$ cat config.mk
export PLATFORM = sky130hd
export DESIGN_NAME = proc_param_flat
export DESIGN_NICKNAME = d
export VERILOG_FILES = /design/src/rtl/proc_param_if.sv /design/src/rtl/proc_param.sv /design/src/flat_wrapper.sv
export SDC_FILE = /design/constraint.sdc
export NUM_CORES = 1
export LEC_CHECK = 0
export CAP_MARGIN = 5
export CORE_ASPECT_RATIO = 1.4
export CORE_MARGIN = 2
export CORE_UTILIZATION = 60
export CTS_CLUSTER_DIAMETER = 150
export CTS_CLUSTER_SIZE = 10
export DETAILED_ROUTE_END_ITERATION = 10
export DONT_BUFFER_PORTS = 1
export GPL_TIMING_DRIVEN = 1
export HOLD_SLACK_MARGIN = 0.08
export PLACE_DENSITY = 0.76
export SLEW_MARGIN = 20
export SYNTH_ARGS = -nofsm -noshare
export SYNTH_HDL_FRONTEND = slang
export SYNTH_SLANG_ARGS = --single-unit
export TNS_END_PERCENT = 10
$ cat constraint.sdc
create_clock -name Clock -period 5.9 [get_ports Clock]
set_input_delay 0.59 -clock Clock [delete_from_list [all_inputs] [get_ports Clock]]
set_output_delay 0.59 -clock Clock [all_outputs]
set_load 0.01 [all_outputs]
$ cat src/rtl/proc_param_if.sv
// proc_param_if: memory/IO bus between the proc_param core and its device.
// master = core (ADDR, DOUT, Write, Req out; DIN, Ready in); slave = device.
interface proc_param_if #(
  parameter int W = 9
);
  logic [W-1:0] ADDR;
  logic [W-1:0] DOUT;
  logic [W-1:0] DIN;
  logic         Write;
  logic         Req;
  logic         Ready;

  modport master (
    output ADDR, DOUT, Write, Req,
    input  DIN, Ready
  );

  modport slave (
    input  ADDR, DOUT, Write, Req,
    output DIN, Ready
  );
endinterface

$ cat src/rtl/proc_param.sv
// proc_param: multicycle 8-opcode processor, R0-R6 plus R7 as PC.
// Ports: Clock, Resetn (async, low), Run, Done, Zf, Cf, bus (master).
// Macro PROC_WAIT_EN: honour bus.Ready; otherwise every access
// completes one cycle after Req rises.
module proc_param #(
  parameter int          W        = 9,
  parameter logic [W-1:0] PC_RESET = '0
) (
  input  logic Clock,
  input  logic Resetn,
  input  logic Run,
  output logic Done,
  output logic Zf,
  output logic Cf,
  proc_param_if.master bus
);

  typedef enum logic [2:0] {
    IDLE,
    FETCH,
    EXEC,
    MEM,
    WB
  } state_t;

  localparam logic [W-1:0] ONE = 1;

  state_t       state;
  logic [W-1:0] ir;
  logic [W-1:0] g;
  logic [W-1:0] regs [8];

  logic [2:0] op;
  logic [2:0] x;
  logic [2:0] y;

  assign op = ir[W-1:W-3];
  assign x  = ir[W-4:W-6];
  assign y  = ir[W-7:W-9];

  logic is_mv, is_mvi, is_add, is_sub;
  logic is_ld, is_st, is_mvnz, is_and;

  assign is_mv   = (op == 3'b000);
  assign is_mvi  = (op == 3'b001);
  assign is_add  = (op == 3'b010);
  assign is_sub  = (op == 3'b011);
  assign is_ld   = (op == 3'b100);
  assign is_st   = (op == 3'b101);
  assign is_mvnz = (op == 3'b110);
  assign is_and  = (op == 3'b111);

  logic [W-1:0] rx;
  logic [W-1:0] ry;

  // Index 7 is the PC, so R7 reads need no special case.
  assign rx = regs[x];
  assign ry = regs[y];

  logic rdy;
  logic acc;

`ifdef PROC_WAIT_EN
  assign rdy = bus.Ready;
`else
  // Port kept for compatibility; its value has no effect.
  assign rdy = bus.Ready | 1'b1;
`endif

  assign acc = bus.Req & rdy;

  logic [W:0]   sum;
  logic [W:0]   dif;
  logic [W-1:0] res;
  logic         cout;

  assign sum = {1'b0, rx} + {1'b0, ry};
  assign dif = {1'b0, rx} - {1'b0, ry};

  always_comb begin
    res  = '0;
    cout = 1'b0;
    unique case (1'b1)
      is_add: begin
        res  = sum[W-1:0];
        cout = sum[W];
      end
      is_sub: begin
        res  = dif[W-1:0];
        cout = dif[W];
      end
      is_and: begin
        res  = rx & ry;
        cout = 1'b0;
      end
      default: ;
    endcase
  end

  logic         wr_en;
  logic [W-1:0] wr_val;

  always_comb begin
    wr_en  = 1'b0;
    wr_val = g;
    unique case (state)
      EXEC: begin
        wr_en  = is_mv | (is_mvnz & ~Zf);
        wr_val = ry;
      end
      MEM: begin
        wr_en  = acc & ~is_st;
        wr_val = bus.DIN;
      end
      WB: begin
        wr_en  = 1'b1;
        wr_val = g;
      end
      default: ;
    endcase
  end

  assign Done = ((state == EXEC) & (is_mv | is_mvnz))
              | ((state == MEM) & acc)
              | (state == WB);

  always_ff @(posedge Clock or negedge Resetn) begin
    if (!Resetn) begin
      state     <= IDLE;
      ir        <= '0;
      g         <= '0;
      Zf        <= 1'b0;
      Cf        <= 1'b0;
      bus.ADDR  <= '0;
      bus.DOUT  <= '0;
      bus.Write <= 1'b0;
      bus.Req   <= 1'b0;
      for (int i = 0; i < 7; i++) begin
        regs[i] <= '0;
      end
      regs[7] <= PC_RESET;
    end else begin
      unique case (state)
        IDLE: begin
          if (Run) begin
            bus.ADDR  <= regs[7];
            bus.Write <= 1'b0;
            bus.Req   <= 1'b1;
            state     <= FETCH;
          end
        end
        FETCH: begin
          if (acc) begin
            ir      <= bus.DIN;
            regs[7] <= regs[7] + ONE;
            bus.Req <= 1'b0;
            state   <= EXEC;
          end
        end
        EXEC: begin
          unique case (1'b1)
            is_mv, is_mvnz: begin
              state <= IDLE;
            end
            is_mvi: begin
              bus.ADDR <= regs[7];
              bus.Req  <= 1'b1;
              state    <= MEM;
            end
            is_ld: begin
              bus.ADDR <= ry;
              bus.Req  <= 1'b1;
              state    <= MEM;
            end
            is_st: begin
              bus.ADDR  <= ry;
              bus.DOUT  <= rx;
              bus.Write <= 1'b1;
              bus.Req   <= 1'b1;
              state     <= MEM;
            end
            default: begin
              g     <= res;
              Zf    <= (res == '0);
              Cf    <= cout;
              state <= WB;
            end
          endcase
        end
        MEM: begin
          if (acc) begin
            bus.Req   <= 1'b0;
            bus.Write <= 1'b0;
            if (is_mvi) begin
              regs[7] <= regs[7] + ONE;
            end
            state <= IDLE;
          end
        end
        WB: begin
          state <= IDLE;
        end
        default: begin
          state <= IDLE;
        end
      endcase
      // Placed last so an explicit R7 write beats the PC increment.
      if (wr_en) begin
        regs[x] <= wr_val;
      end
    end
  end

endmodule

$ cat src/flat_wrapper.sv
// flat-port wrapper written by rule: the top's interface ports become plain ports
module proc_param_flat 
#(
  parameter int          W        = 9,
  parameter logic [W-1:0] PC_RESET = '0
)
  (Clock, Resetn, Run, Done, Zf, Cf, bus_ADDR, bus_DOUT, bus_Write, bus_Req, bus_DIN, bus_Ready);
  proc_param_if #(.W(W)) bus_i ();
  input  logic Clock;
  input  logic Resetn;
  input  logic Run;
  output logic Done;
  output logic Zf;
  output logic Cf;
  output wire logic [$bits(bus_i.ADDR)-1:0] bus_ADDR;
  output wire logic [$bits(bus_i.DOUT)-1:0] bus_DOUT;
  output wire logic [$bits(bus_i.Write)-1:0] bus_Write;
  output wire logic [$bits(bus_i.Req)-1:0] bus_Req;
  input wire logic [$bits(bus_i.DIN)-1:0] bus_DIN;
  input wire logic [$bits(bus_i.Ready)-1:0] bus_Ready;
  assign bus_ADDR = bus_i.ADDR;
  assign bus_DOUT = bus_i.DOUT;
  assign bus_Write = bus_i.Write;
  assign bus_Req = bus_i.Req;
  assign bus_i.DIN = bus_DIN;
  assign bus_i.Ready = bus_Ready;
  proc_param #(.W(W), .PC_RESET(PC_RESET)) u_core (.Clock(Clock), .Resetn(Resetn), .Run(Run), .Done(Done), .Zf(Zf), .Cf(Cf), .bus(bus_i));
endmodule
# ---- Word level (Yosys, flattened, before mapping)
# Index checks and enable logic that the tools add are counted.
# Widths: inputs -> output; s select.
dict set report classes {
  n_lt_le_gt_ge 3
  muxes 33
  bitwise 14
  eq_ne 17
  reduce_logical 19
  add_sub_neg 3
}
# operator n
set ops {}
lappend ops {{$mux 9} 10}
lappend ops {{$bwmux 72} 1}
lappend ops {{$pmux 9 s2} 4}
lappend ops {{$bmux 9 s3} 2}
lappend ops {{$demux 9 s3} 1}
lappend ops {{$pmux 9 s3} 1}
lappend ops {{$eq 3x3->1 const B} 5}
lappend ops {{$eq 3x2->1 const B} 4}
lappend ops {{$pmux 3 s4} 1}
lappend ops {{$add 9x9->10} 1}
lappend ops {{$sub 9x9->10} 1}
lappend ops {{$add 9x1->9 const B} 1}
lappend ops {{$and 9x9->9} 1}
lappend ops {{$logic_not 9->1} 1}
lappend ops {{$mux 3} 3}
lappend ops {{$pmux 1 s3} 3}
lappend ops {{$reduce_and 3->1} 3}
lappend ops {{$ge 4x4->1 const B} 2}
lappend ops {{$not 3->4} 2}
lappend ops {{$eq 3x1->1 const B} 2}
lappend ops {{$logic_not 3->1} 2}
lappend ops {{$ne 2x1->1 const B} 3}
lappend ops {{$pmux 3 s2} 1}
lappend ops {{$reduce_and 2->1} 3}
lappend ops {{other kinds (15)} 31}
dict set report word_totals {
  in_bits 13
  word_cells 106
  ff_bits 115
  out_inout_bits 23
}

# ---- Longest topological paths before layout
# Gate-level depths: netlist of run 1.
dict set report depth {
  depth_word 7
  ltp_mapped 15
  depth_no_buf 13
}

# ---- Worst setup path after synthesis of run 1
# Ideal clock, no wire load.
dict set report synth_timing {
  kind {reg-to-reg}
  start {reg u_core.ir[5]}
  end {reg u_core.Zf}
  setup_ns 0.068
  period_less_slack_ns 3.480
  t_arrival_ns 3.412
  setup_slack_ns 2.420
  path_stages_with_launch 15
  cell_sequence {dfrtp_1 > clkbuf_1 > mux2_1 > a22oi_1 > nor2_1 > a221o_1 > ha_1 > clkbuf_1 > inv_2 > a221oi_1 > mux2_1 > nand2_1 > o211ai_1 > a2111oi_0 > a32o_1}
}
dict set report synth_between {
  elab_chain_cells 7
  elab_cells_between_ends 9
  cone_classes {add/sub (2); mux (4); bitwise (2); reduce/logical (1)}
}
# item line
set synth_rtl {}
lappend synth_rtl {{start: declaration} proc_param.sv:29} ;# logic [W-1:0] ir;
lappend synth_rtl {{start signal: assignment} proc_param.sv:154} ;# ir <= bus.DIN;
lappend synth_rtl {{$not 3->4 (not written as such) *} proc_param.sv:57} ;# assign rx = regs[x];
lappend synth_rtl {{$bmux 9 s3 *} proc_param.sv:57}
lappend synth_rtl {{$mux 9 (not written as such) * (2 in series)} proc_param.sv:57}
lappend synth_rtl {{net u_core.rx[4]} proc_param.sv:53} ;# logic [W-1:0] rx;
lappend synth_rtl {{$sub 9x9->10 (tied with other cells)} proc_param.sv:78} ;# assign dif = {1'b0, rx} - {1'b0, ry};
lappend synth_rtl {{$pmux 9 s3 *} proc_param.sv:83} ;# unique case (1'b1)
lappend synth_rtl {{$logic_not 9->1 *} proc_param.sv:184} ;# Zf <= (res == '0);
lappend synth_rtl {{end signal: assignment} proc_param.sv:184}
lappend synth_rtl {{end: declaration} proc_param.sv:13} ;# output logic Zf,
# The timed path passes the listed nets; every way through them passes the cells marked *. The select of a mux whose other input is x is not followed.
# A chain may end at the register's enable or synchronous reset.

# ---- Worst setup path after layout of run 1
# Same ends and word-level chain as after synthesis.

==> results.txt, run 1 <==
----------------------------------------------------
[Status]
  Status ... complete, no violations

[Clocking]
  CTS tree ... yes
  Clock-pin slew on the worst setup and hold paths ... 60 ps
  Latest clock arrival within the worst-skew pair ... 420 ps
  Clock Path Buffers ... 2
  CTS root buffer ... sky130_fd_sc_hd__clkbuf_16
  Clock sink count ... 115
  Clock buffers created by TritonCTS ... 17
  H-tree levels ... 4
  Buffers inserted by post-CTS timing repair ... 0

[STA]
  Number of hold violations in the final report ... 0
  Final setup violation count ... 0
  Slew at the pin with the worst max-slew slack ... 1090 ps
  Clock period minus final worst setup slack ... 4060 ps
  Rel. slew slack ... 27.4%
  Skew final ... 10.7 ps
  Max-slew violations ... 0
  Final worst path period share ... 68.9%
  Fmax ... 0.246 GHz
  TNS Setup ... 0 ps
  Unrepaired setup endpoints after global routing ... no

[Logic synthesis]
  Syn_area_per_cell ... 11.5 um2
  Most used standard cell by instance count after synthesis ... sky130_fd_sc_hd__dfrtp_1
  Number of distinct library cells after synthesis ... 75
  Synth Instances ... 636
  Post-synth EDFFs ... 0
  Netlist area before placement ... 7330 um2
  Net Count, Synth ... 670
  Main flop type after synthesis ... sky130_fd_sc_hd__dfrtp_1
  Leading cell types by total area after synthesis ... sky130_fd_sc_hd__dfrtp_1 39%, sky130_fd_sc_hd__mux2_2 14%, sky130_fd_sc_hd__mux4_2 5.5%
  Synth warn ... 0
  Leading post-synthesis cells by instance count ... 115 x sky130_fd_sc_hd__dfrtp_1, 92 x sky130_fd_sc_hd__mux2_2, 53 x sky130_fd_sc_hd__nor2_1, 47 x sky130_fd_sc_hd__nand2_1, 29 x sky130_fd_sc_hd__a21oi_1
  Share of the yosys chip area belonging to registers ... 39.3%
  Number of flip-flops and latches in the synthesized netlist ... 115
  Library cell with the largest summed area after synthesis ... sky130_fd_sc_hd__dfrtp_1
  Synth top area share ... 39.3%
  Fraction of registers with async set or reset after synthesis ... 100%

[Floorplanning]
  Y dimension of the die ... 135 um
  Total Die Area ... 13,100 um2
  Die span in x ... 97.4 um
  Starting Density ... 61.7%
  Boundary Pins ... 36
  Cell row count ... 47
  Placeable Area ... 11,900 um2

[Global route]
  Pin count of the biggest net entering global routing ... 116
  GRT Util Overall ... 27.7%
  Wire length of the first global-routing pass ... 28,100 um
  Antenna violations before repair ... 0
  Number of global-route vias before repair ... 5,229
  Remaining global-route overflow ... 0

[Setup path]
  Largest driver fanout on the critical path ... 16
  Reg-to-reg startpoint ... u_core.ir[5]
  Crit path required time ... 6250 ps
  Start point of the critical path ... u_core.ir[5]
  Data arrival time of the critical path ... 4420 ps
  CP Launch Type ... register
  Critical path type ... register to register
  Worst setup EP type ... register

[Detailed routing]
  Residual DRC ... 0
  Avg Vias per Cell ... 6.61
  Drt initial violations ... 313
  Wire per inst ... 22.5 um
  Drt first pass iters ... 5
  Via count ... 5,163
  Routed WL ... 17,600 um
  Antenna-violating nets left ... 0

[Finish]
  Share of final-layout standard cells stronger than drive strength 1 ... 30.9%
  Ant diodes ... 0
  Layout overhead on the synthesized area ... 7.73%
  Final-layout fill cell count ... 885
  Number of nets in the layout ... 657

[Placement]
  HPWL after detailed placement ... 12,400 um
  RD Place Congestion ... 0.872
  Quantity of I/O buffers inserted on ports ... 0

[Min path]
  Type of the most critical hold path ... primary input to asynchronous set/reset pin

[Job]
  Max cap viols ... 0

----------------------------------------------------
stage by stage:
stage / instances / worst slack, ps / hold WS (ps) / util [%] / cell area (um2)
after detailed placement: 750 / 1740 / 297 / 61.9 / 7360
after floorplan: 636 / 2420 / 294 / - / 7330
after global placement: 750 / 1750 / 298 / 61.9 / 7360
after global routing: 781 / 1530 / 167 / 66.5 / 7900
final: 781 / 1840 / 119 / 66.5 / 7900
after CTS: 781 / 1730 / 150 / 66.5 / 7900
state kept, by name (all words and copies together) (netlist names):
signal	count
u_core.Cf	1
u_core.bus.ADDR	9
u_core.g	9
u_core.bus.DOUT	9
u_core.bus.Write	1
u_core.regs	72
u_core.bus.Req	1
u_core.Zf	1
u_core.ir	9
u_core.state	3
layer usage:
metal | part of all wire (%) | wire length, um | global-route usage (%) | vias to the layer above
met5 | 0 | 0 | 0 | -
li1 | - | - | - | 2316
met3 | 4.6 | 816 | 4.92 | 57
met1 | 41 | 7130 | 34.5 | 2621
met4 | 3.9 | 685 | 13.9 | 0
met2 | 51 | 8920 | 46.9 | 169
path summary, 6_finish.rpt:
kind,cells after the start,slack [ps],endpoint
worst max-delay path,13,1840,u_core.Zf
worst min-delay path,1,120,u_core.regs[37]
worst max register to register,13,1840,u_core.Zf
worst min register to register,1,480,u_core.g[4]
max in group asynchronous,1,5330,u_core.bus.ADDR[0]
min in group Clock,1,320,u_core.ir[6]
layout make-up:
type                    count  area [um2]  area share (%)
well taps                 147         184            2.33
clock buffers              20         447            5.66
flip-flops and latches    115        2880            36.5
clock inverters            10        63.8           0.808
repair buffers              8        80.1            1.01
multi-input cells         460        4170            52.7
inverters                  21        78.8           0.998
placed cells by master, fill, tap and decap left out, types with 8 or more instances in the layout:
cell type                   Yosys  final
sky130_fd_sc_hd__a21oi_1       29     29
sky130_fd_sc_hd__mux2_1        12     12
sky130_fd_sc_hd__mux4_2        18     18
sky130_fd_sc_hd__o21ai_0        8      8
sky130_fd_sc_hd__inv_1         15     15
sky130_fd_sc_hd__nand3_1       10     10
sky130_fd_sc_hd__nand2_1       47     47
sky130_fd_sc_hd__ha_1          19     19
sky130_fd_sc_hd__mux2_2        92     92
sky130_fd_sc_hd__dfrtp_1      115    114
sky130_fd_sc_hd__o21ai_1       11     11
sky130_fd_sc_hd__mux2i_1        9      9
sky130_fd_sc_hd__clkbuf_16      0     17
sky130_fd_sc_hd__xnor2_1       11     11
sky130_fd_sc_hd__mux2i_4        8      8
sky130_fd_sc_hd__a21oi_2        8      8
sky130_fd_sc_hd__nor2_1        53     53
sky130_fd_sc_hd__mux4_1         8      8
worst max-delay path, stage by stage, from the launching register on:
cell                        delay (ps)
sky130_fd_sc_hd__dfrtp_1           770
sky130_fd_sc_hd__buf_4             340
sky130_fd_sc_hd__nor2b_1           140
sky130_fd_sc_hd__nand2_1            90
sky130_fd_sc_hd__o21ai_0            80
sky130_fd_sc_hd__a221o_1           480
sky130_fd_sc_hd__ha_1              500
sky130_fd_sc_hd__inv_2              90
sky130_fd_sc_hd__a221oi_1          380
sky130_fd_sc_hd__mux2_1            360
sky130_fd_sc_hd__nand2_1            70
sky130_fd_sc_hd__o211ai_1          110
sky130_fd_sc_hd__a2111oi_0         380
sky130_fd_sc_hd__a32o_1            220
kinds of logic after synthesis:
group | Yosys count | synth area share, %
AND/OR/NAND/NOR | 158 | 11.0
flip-flops | 115 | 39.3
adder cells (fa/ha/maj) | 21 | 3.79
AO/OA/AOI/OAI | 110 | 10.5
XOR/XNOR | 17 | 2.03
multiplexers | 154 | 29.5
buffers and inverters | 61 | 3.93
what timing repair did:
| action | CTS | global route |
|---|---|---|
| resized for setup | 0 | 0 |
| hold buffers | 1 | 0 |
| hold endpoints to repair | 115 | 0 |
Power of run 1 is not shown: default switching activity piles up to over one toggle a cycle in this logic, so the estimate is an artifact.
==> run 2, diff against run 1 <==
clock period = 4.2 ns   (was 5.9 ns; I/O delays follow)
==> results.txt, run 2 (synthesized netlist as in run 1, its figures left out) <==
----------------------------------------------------
[Setup path]
  Largest driver fanout on the critical path ... 20 (was 16)
  Worst setup EP type ... register (unchanged)
  Crit path required time ... 4560 ps (was 6250 ps)
  Setup slack of the most critical reg-to-reg path ... 320 ps (was 1840 ps)
  Reg-to-reg startpoint ... u_core.ir[3] (was u_core.ir[5])
  Critical path type ... register to register (unchanged)
  Start point of the critical path ... u_core.ir[3] (was u_core.ir[5])
  Data arrival time of the critical path ... 4240 ps (was 4420 ps)
  CP Launch Type ... register (unchanged)

[Floorplanning]
  Total Die Area ... 13,100 um2 (unchanged)
  Cell row count ... 47 (unchanged)
  Boundary Pins ... 36 (unchanged)
  Placeable Area ... 11,900 um2 (unchanged)
  Y dimension of the die ... 135 um (unchanged)
  Starting Density ... 61.7% (unchanged)
  Die span in x ... 97.4 um (unchanged)

[Placement]
  Quantity of I/O buffers inserted on ports ... 0 (unchanged)
  RD Place Congestion ... 0.881 (was 0.872)
  HPWL after detailed placement ... 12,700 um (was 12,400 um)

[Detailed routing]
  Wire per inst ... 22.7 um (was 22.5 um)
  Via count ... 5,182 (was 5,163)
  Routed WL ... 17,900 um (was 17,600 um)
  Avg Vias per Cell ... 6.57 (was 6.61)
  Residual DRC ... 0 (unchanged)
  Drt initial violations ... 361 (was 313)
  Drt first pass iters ... 5 (unchanged)
  Antenna-violating nets left ... 0 (unchanged)

[STA]
  Final worst path period share ... 92.4% (was 68.9%)
  Final setup violation count ... 0 (unchanged)
  Slew at the pin with the worst max-slew slack ... 1080 ps (was 1090 ps)
  Skew final ... 11.0 ps (was 10.7 ps)
  Rel. slew slack ... 27.8% (was 27.4%)
  Number of hold violations in the final report ... 0 (unchanged)
  Max-slew violations ... 0 (unchanged)
  Fmax ... 0.258 GHz (was 0.246 GHz)
  Clock period minus final worst setup slack ... 3880 ps (was 4060 ps)
  TNS Setup ... 0 ps (unchanged)
  Unrepaired setup endpoints after global routing ... no (unchanged)

[Finish]
  Multi-input combinational cell area ... 4170 um2 (unchanged)
  FF+latch area ... 2880 um2 (about the same)
  Most frequent standard cell in the layout excluding fill and tap cells ... sky130_fd_sc_hd__dfrtp_1 (unchanged)
  Top library cells by usage in the layout, fill and taps aside ... 115 x sky130_fd_sc_hd__dfrtp_1, 92 x sky130_fd_sc_hd__mux2_2, 53 x sky130_fd_sc_hd__nor2_1 (was 114 x sky130_fd_sc_hd__dfrtp_1, 92 x sky130_fd_sc_hd__mux2_2, 53 x sky130_fd_sc_hd__nor2_1)
  Flip-flop count of the largest register after layout ... 72 (unchanged)
  Layout overhead on the synthesized area ... 8.86% (was 7.73%)
  Final-layout fill cell count ... 867 (was 885)
  Number of nets in the layout ... 663 (was 657)
  Register ranked first by flip-flop count ... u_core.regs (unchanged)
  Share of final-layout standard cells stronger than drive strength 1 ... 31.3% (was 30.9%)
  Ant diodes ... 0 (unchanged)

[Clocking]
  Clock sink count ... 115 (unchanged)
  Clock buffers created by TritonCTS ... 17 (unchanged)
  CTS root buffer ... sky130_fd_sc_hd__clkbuf_16 (unchanged)
  H-tree levels ... 4 (unchanged)
  Clock Path Buffers ... 2 (unchanged)
  Clock-pin slew on the worst setup and hold paths ... 60 ps (about the same)
  Number of buffers inserted by hold repair at cts ... 2 (was 1)
  Buffers inserted by post-CTS timing repair ... 0 (unchanged)
  CTS tree ... yes (unchanged)
  Number of cells upsized or downsized after cts ... 0 (unchanged)
  Latest clock arrival within the worst-skew pair ... 420 ps (about the same)

[Global route]
  Pin count of the biggest net entering global routing ... 116 (unchanged)
  Antenna violations before repair ... 0 (unchanged)
  GRT Util Overall ... 28.7% (was 27.7%)
  Wire length of the first global-routing pass ... 29,100 um (was 28,100 um)
  Number of global-route vias before repair ... 5,363 (was 5,229)
  Remaining global-route overflow ... 0 (unchanged)

[Min path]
  Type of the most critical hold path ... primary input to register (was primary input to asynchronous set/reset pin)
  Launch point of the worst hold path ... bus_DIN[2]

[Job]
  Max cap viols ... 0 (unchanged)

[Status]
  Status ... complete, no violations (unchanged)

----------------------------------------------------
## run 2: area by class of cell
cell class	instances	area share [%]
well taps	147	2.30
inverters	21	0.988
multi-input cells	460	52.2
clock inverters	9	0.706
clock buffers	23	5.99
flip-flops and latches	115	36.1
repair buffers	14	1.76
## run 2: per-layer routing
| metal | GRT usage [%] | up-vias | wire length (um) |
|---|---|---|---|
| met1 | 34.3 | 2622 | 6960 |
| met2 | 48.6 | 185 | 9150 |
| met3 | 6.63 | 54 | 941 |
| met4 | 14.5 | 0 | 833 |
| met5 | 0 | - | 0 |
| li1 | - | 2321 | - |
## run 2: critical path, cell delays in order (launching register included)
cell and delay, ps:
sky130_fd_sc_hd__dfrtp_1 760, sky130_fd_sc_hd__buf_4 400, sky130_fd_sc_hd__nor2_1 110, sky130_fd_sc_hd__nand2_1 80
sky130_fd_sc_hd__nand2_1 50, sky130_fd_sc_hd__a221o_1 360, sky130_fd_sc_hd__ha_1 490, sky130_fd_sc_hd__inv_2 90
sky130_fd_sc_hd__a221oi_1 350, sky130_fd_sc_hd__mux2_1 360, sky130_fd_sc_hd__nand2_1 70, sky130_fd_sc_hd__o211ai_1 130
sky130_fd_sc_hd__a2111oi_0 370, sky130_fd_sc_hd__a32o_1 210
## run 2: metrics by stage
stage	hold WS, ps	cell area, um2	setup slack, ps	util [%]	cells
floorplan	124	7330	720	-	636
global route	148	7980	20.3	67.2	789
CTS	142	7980	356	67.2	789
finish	155	7980	320	67.2	789
detailed placement	126	7410	378	62.4	755
global placement	128	7410	424	62.4	755
## run 2: worst paths after layout
path	to	cells after the start
setup / recovery	u_core.Zf	13
hold / removal	u_core.ir[2]	1
setup reg to reg	u_core.Zf	13
hold reg to reg	u_core.g[5]	2
max in group asynchronous	u_core.regs[70]	2
min in group asynchronous	u_core.regs[38]	2
Power of run 2 is left out for the same reason.
==> run 3, diff against run 2 <==
CORE_UTILIZATION = 55   (was 60)
PLACE_DENSITY = 0.7   (was 0.76)
==> results.txt, run 3 (synthesized netlist as in run 1, its figures left out) <==
----------------------------------------------------
[Detailed routing]
  Routed WL ... 18,100 um (was 17,900 um)
  Drt first pass iters ... 4 (was 5)
  Avg Vias per Cell ... 6.38 (was 6.57)
  Wire per inst ... 22.1 um (was 22.7 um)
  Drt initial violations ... 436 (was 361)
  Antenna-violating nets left ... 0 (unchanged)
  Via count ... 5,228 (was 5,182)
  Residual DRC ... 0 (unchanged)

[Placement]
  Quantity of I/O buffers inserted on ports ... 0 (unchanged)
  RD Place Congestion ... 0.873 (was 0.881)
  HPWL after detailed placement ... 12,800 um (was 12,700 um)

[Clocking]
  CTS tree ... yes (unchanged)
  Clock Path Buffers ... 2 (unchanged)
  CTS root buffer ... sky130_fd_sc_hd__clkbuf_16 (unchanged)
  Buffers inserted by post-CTS timing repair ... 0 (unchanged)
  Clock buffers created by TritonCTS ... 17 (unchanged)
  H-tree levels ... 4 (unchanged)
  Clock sink count ... 115 (unchanged)
  Latest clock arrival within the worst-skew pair ... 410 ps (was 420 ps)
  Clock-pin slew on the worst setup and hold paths ... 60 ps (about the same)

[Global route]
  Number of global-route vias before repair ... 5,295 (was 5,363)
  GRT Util Overall ... 26.9% (was 28.7%)
  Wire length of the first global-routing pass ... 29,300 um (was 29,100 um)
  Remaining global-route overflow ... 0 (unchanged)
  Pin count of the biggest net entering global routing ... 116 (unchanged)
  Antenna violations before repair ... 0 (unchanged)

[Setup path]
  Critical path type ... register to register (unchanged)
  Worst setup EP type ... register (unchanged)
  Crit path required time ... 4550 ps (was 4560 ps)
  Largest driver fanout on the critical path ... 12 (was 20)
  CP Launch Type ... register (unchanged)
  Critical Path Slowest Stage Cell ... sky130_fd_sc_hd__dfrtp_1 (unchanged)
  Worst-case reg-to-reg path depth ... 11 (was 13)
  Slowest Stage Delay on Critical Path ... 770 ps (was 760 ps)
  Data arrival time of the critical path ... 4300 ps (was 4240 ps)
  Cell chain of the critical path ... mux4_2 > mux2_4 > ha_1 > fa_1 > nor2b_1 > o21ai_1 > nor4b_1 > a221oi_1 > nand4_1 > a2111oi_0 > a32o_1 (was buf_4 > nor2_1 > nand2_1 > nand2_1 > a221o_1 > ha_1 > inv_2 > a221oi_1 > mux2_1 > nand2_1 > o211ai_1 > a2111oi_0 > a32o_1)

[STA]
  Unrepaired setup endpoints after global routing ... no (unchanged)
  Rel. slew slack ... 35.3% (was 27.8%)
  Fmax ... 0.253 GHz (was 0.258 GHz)
  Number of hold violations in the final report ... 0 (unchanged)
  Max-slew violations ... 0 (unchanged)
  Slew at the pin with the worst max-slew slack ... 965 ps (was 1080 ps)
  TNS Setup ... 0 ps (unchanged)
  Skew final ... 9.35 ps (was 11.0 ps)
  Clock period minus final worst setup slack ... 3950 ps (was 3880 ps)
  Final worst path period share ... 94.1% (was 92.4%)
  Final setup violation count ... 0 (unchanged)

[Finish]
  Most frequent standard cell in the layout excluding fill and tap cells ... sky130_fd_sc_hd__dfrtp_1 (unchanged)
  Share of final-layout standard cells stronger than drive strength 1 ... 31.8% (was 31.3%)
  Flip-flop count of the largest register after layout ... 72 (unchanged)
  Final-layout fill cell count ... 938 (was 867)
  Ant diodes ... 0 (unchanged)
  Top library cells by usage in the layout, fill and taps aside ... 114 x sky130_fd_sc_hd__dfrtp_1, 92 x sky130_fd_sc_hd__mux2_2, 52 x sky130_fd_sc_hd__nor2_1 (was 115 x sky130_fd_sc_hd__dfrtp_1, 92 x sky130_fd_sc_hd__mux2_2, 53 x sky130_fd_sc_hd__nor2_1)
  Number of nets in the layout ... 664 (was 663)
  Layout overhead on the synthesized area ... 11.3% (was 8.86%)
  Register ranked first by flip-flop count ... u_core.regs (unchanged)

[Floorplanning]
  Placeable Area ... 12,900 um2 (was 11,900 um2)
  Die span in x ... 102 um (was 97.4 um)
  Cell row count ... 49 (was 47)
  Boundary Pins ... 36 (unchanged)
  Total Die Area ... 14,300 um2 (was 13,100 um2)
  Y dimension of the die ... 141 um (was 135 um)
  Starting Density ... 56.7% (was 61.7%)

[Min path]
  Type of the most critical hold path ... primary input to register (unchanged)
  Hold path cells ... 1 (unchanged)

[Job]
  Max cap viols ... 0 (unchanged)

[Status]
  Status ... complete, no violations (unchanged)

----------------------------------------------------
-- run 3: cell type report --
cell class	count	area [um2]	area share (%)
multi-input combinational	460	4170	51.1
clock inverter	9	200	2.45
timing repair buffer	15	135	1.66
tap	178	223	2.73
inverter	21	78.8	0.966
sequential	115	2880	35.3
clock buffer	22	474	5.81
-- run 3: what timing repair did --
item | 4_1_cts | 5_1_grt
endpoints found under the setup margin | 0 | 2
hold buffers | 2 | 0
hold endpoints to repair | 115 | 0
gates resized for setup | 0 | 1
-- run 3: critical path: cells and delay by family (launching register included) --
family / cells / cell delay [ps]
compound gates: 4 / 1010
mux: 2 / 900
flops: 1 / 770
fa+ha+maj: 2 / 630
simple gates: 3 / 570
-- run 3: per-layer routing --
layer,wire length [um],track usage (%),vias up
met5,0,0,-
met4,678,11.7,0
met3,946,5.01,49
met2,9290,45.2,184
met1,7190,33.5,2677
li1,-,-,2318
-- run 3: worst paths after layout --
kind | startpoint | end | slack, ps
min | bus_DIN[7] | u_core.ir[7] | 150
min reg2reg | u_core.g[4] | u_core.g[4] | 480
max in group asynchronous | Resetn | u_core.ir[3] | 3110
min in group asynchronous | Resetn | u_core.regs[10] | 570
max | u_core.ir[0] | u_core.Zf | 250
max reg2reg | u_core.ir[0] | u_core.Zf | 250
-- run 3: stage by stage --
step                      setup WS (ps)  hold slack, ps  util [%]  instance area [um2]  std cells
after CTS                           266             147      63.0                 8150        820
final                               249             153      63.1                 8160        820
after detailed placement            314             129      57.5                 7440        787
after floorplan                     720             124         -                 7330        636
after global routing               11.7             155      63.1                 8160        820
after global placement              306             128      57.5                 7440        787
Power of run 3 is left out for the same reason.
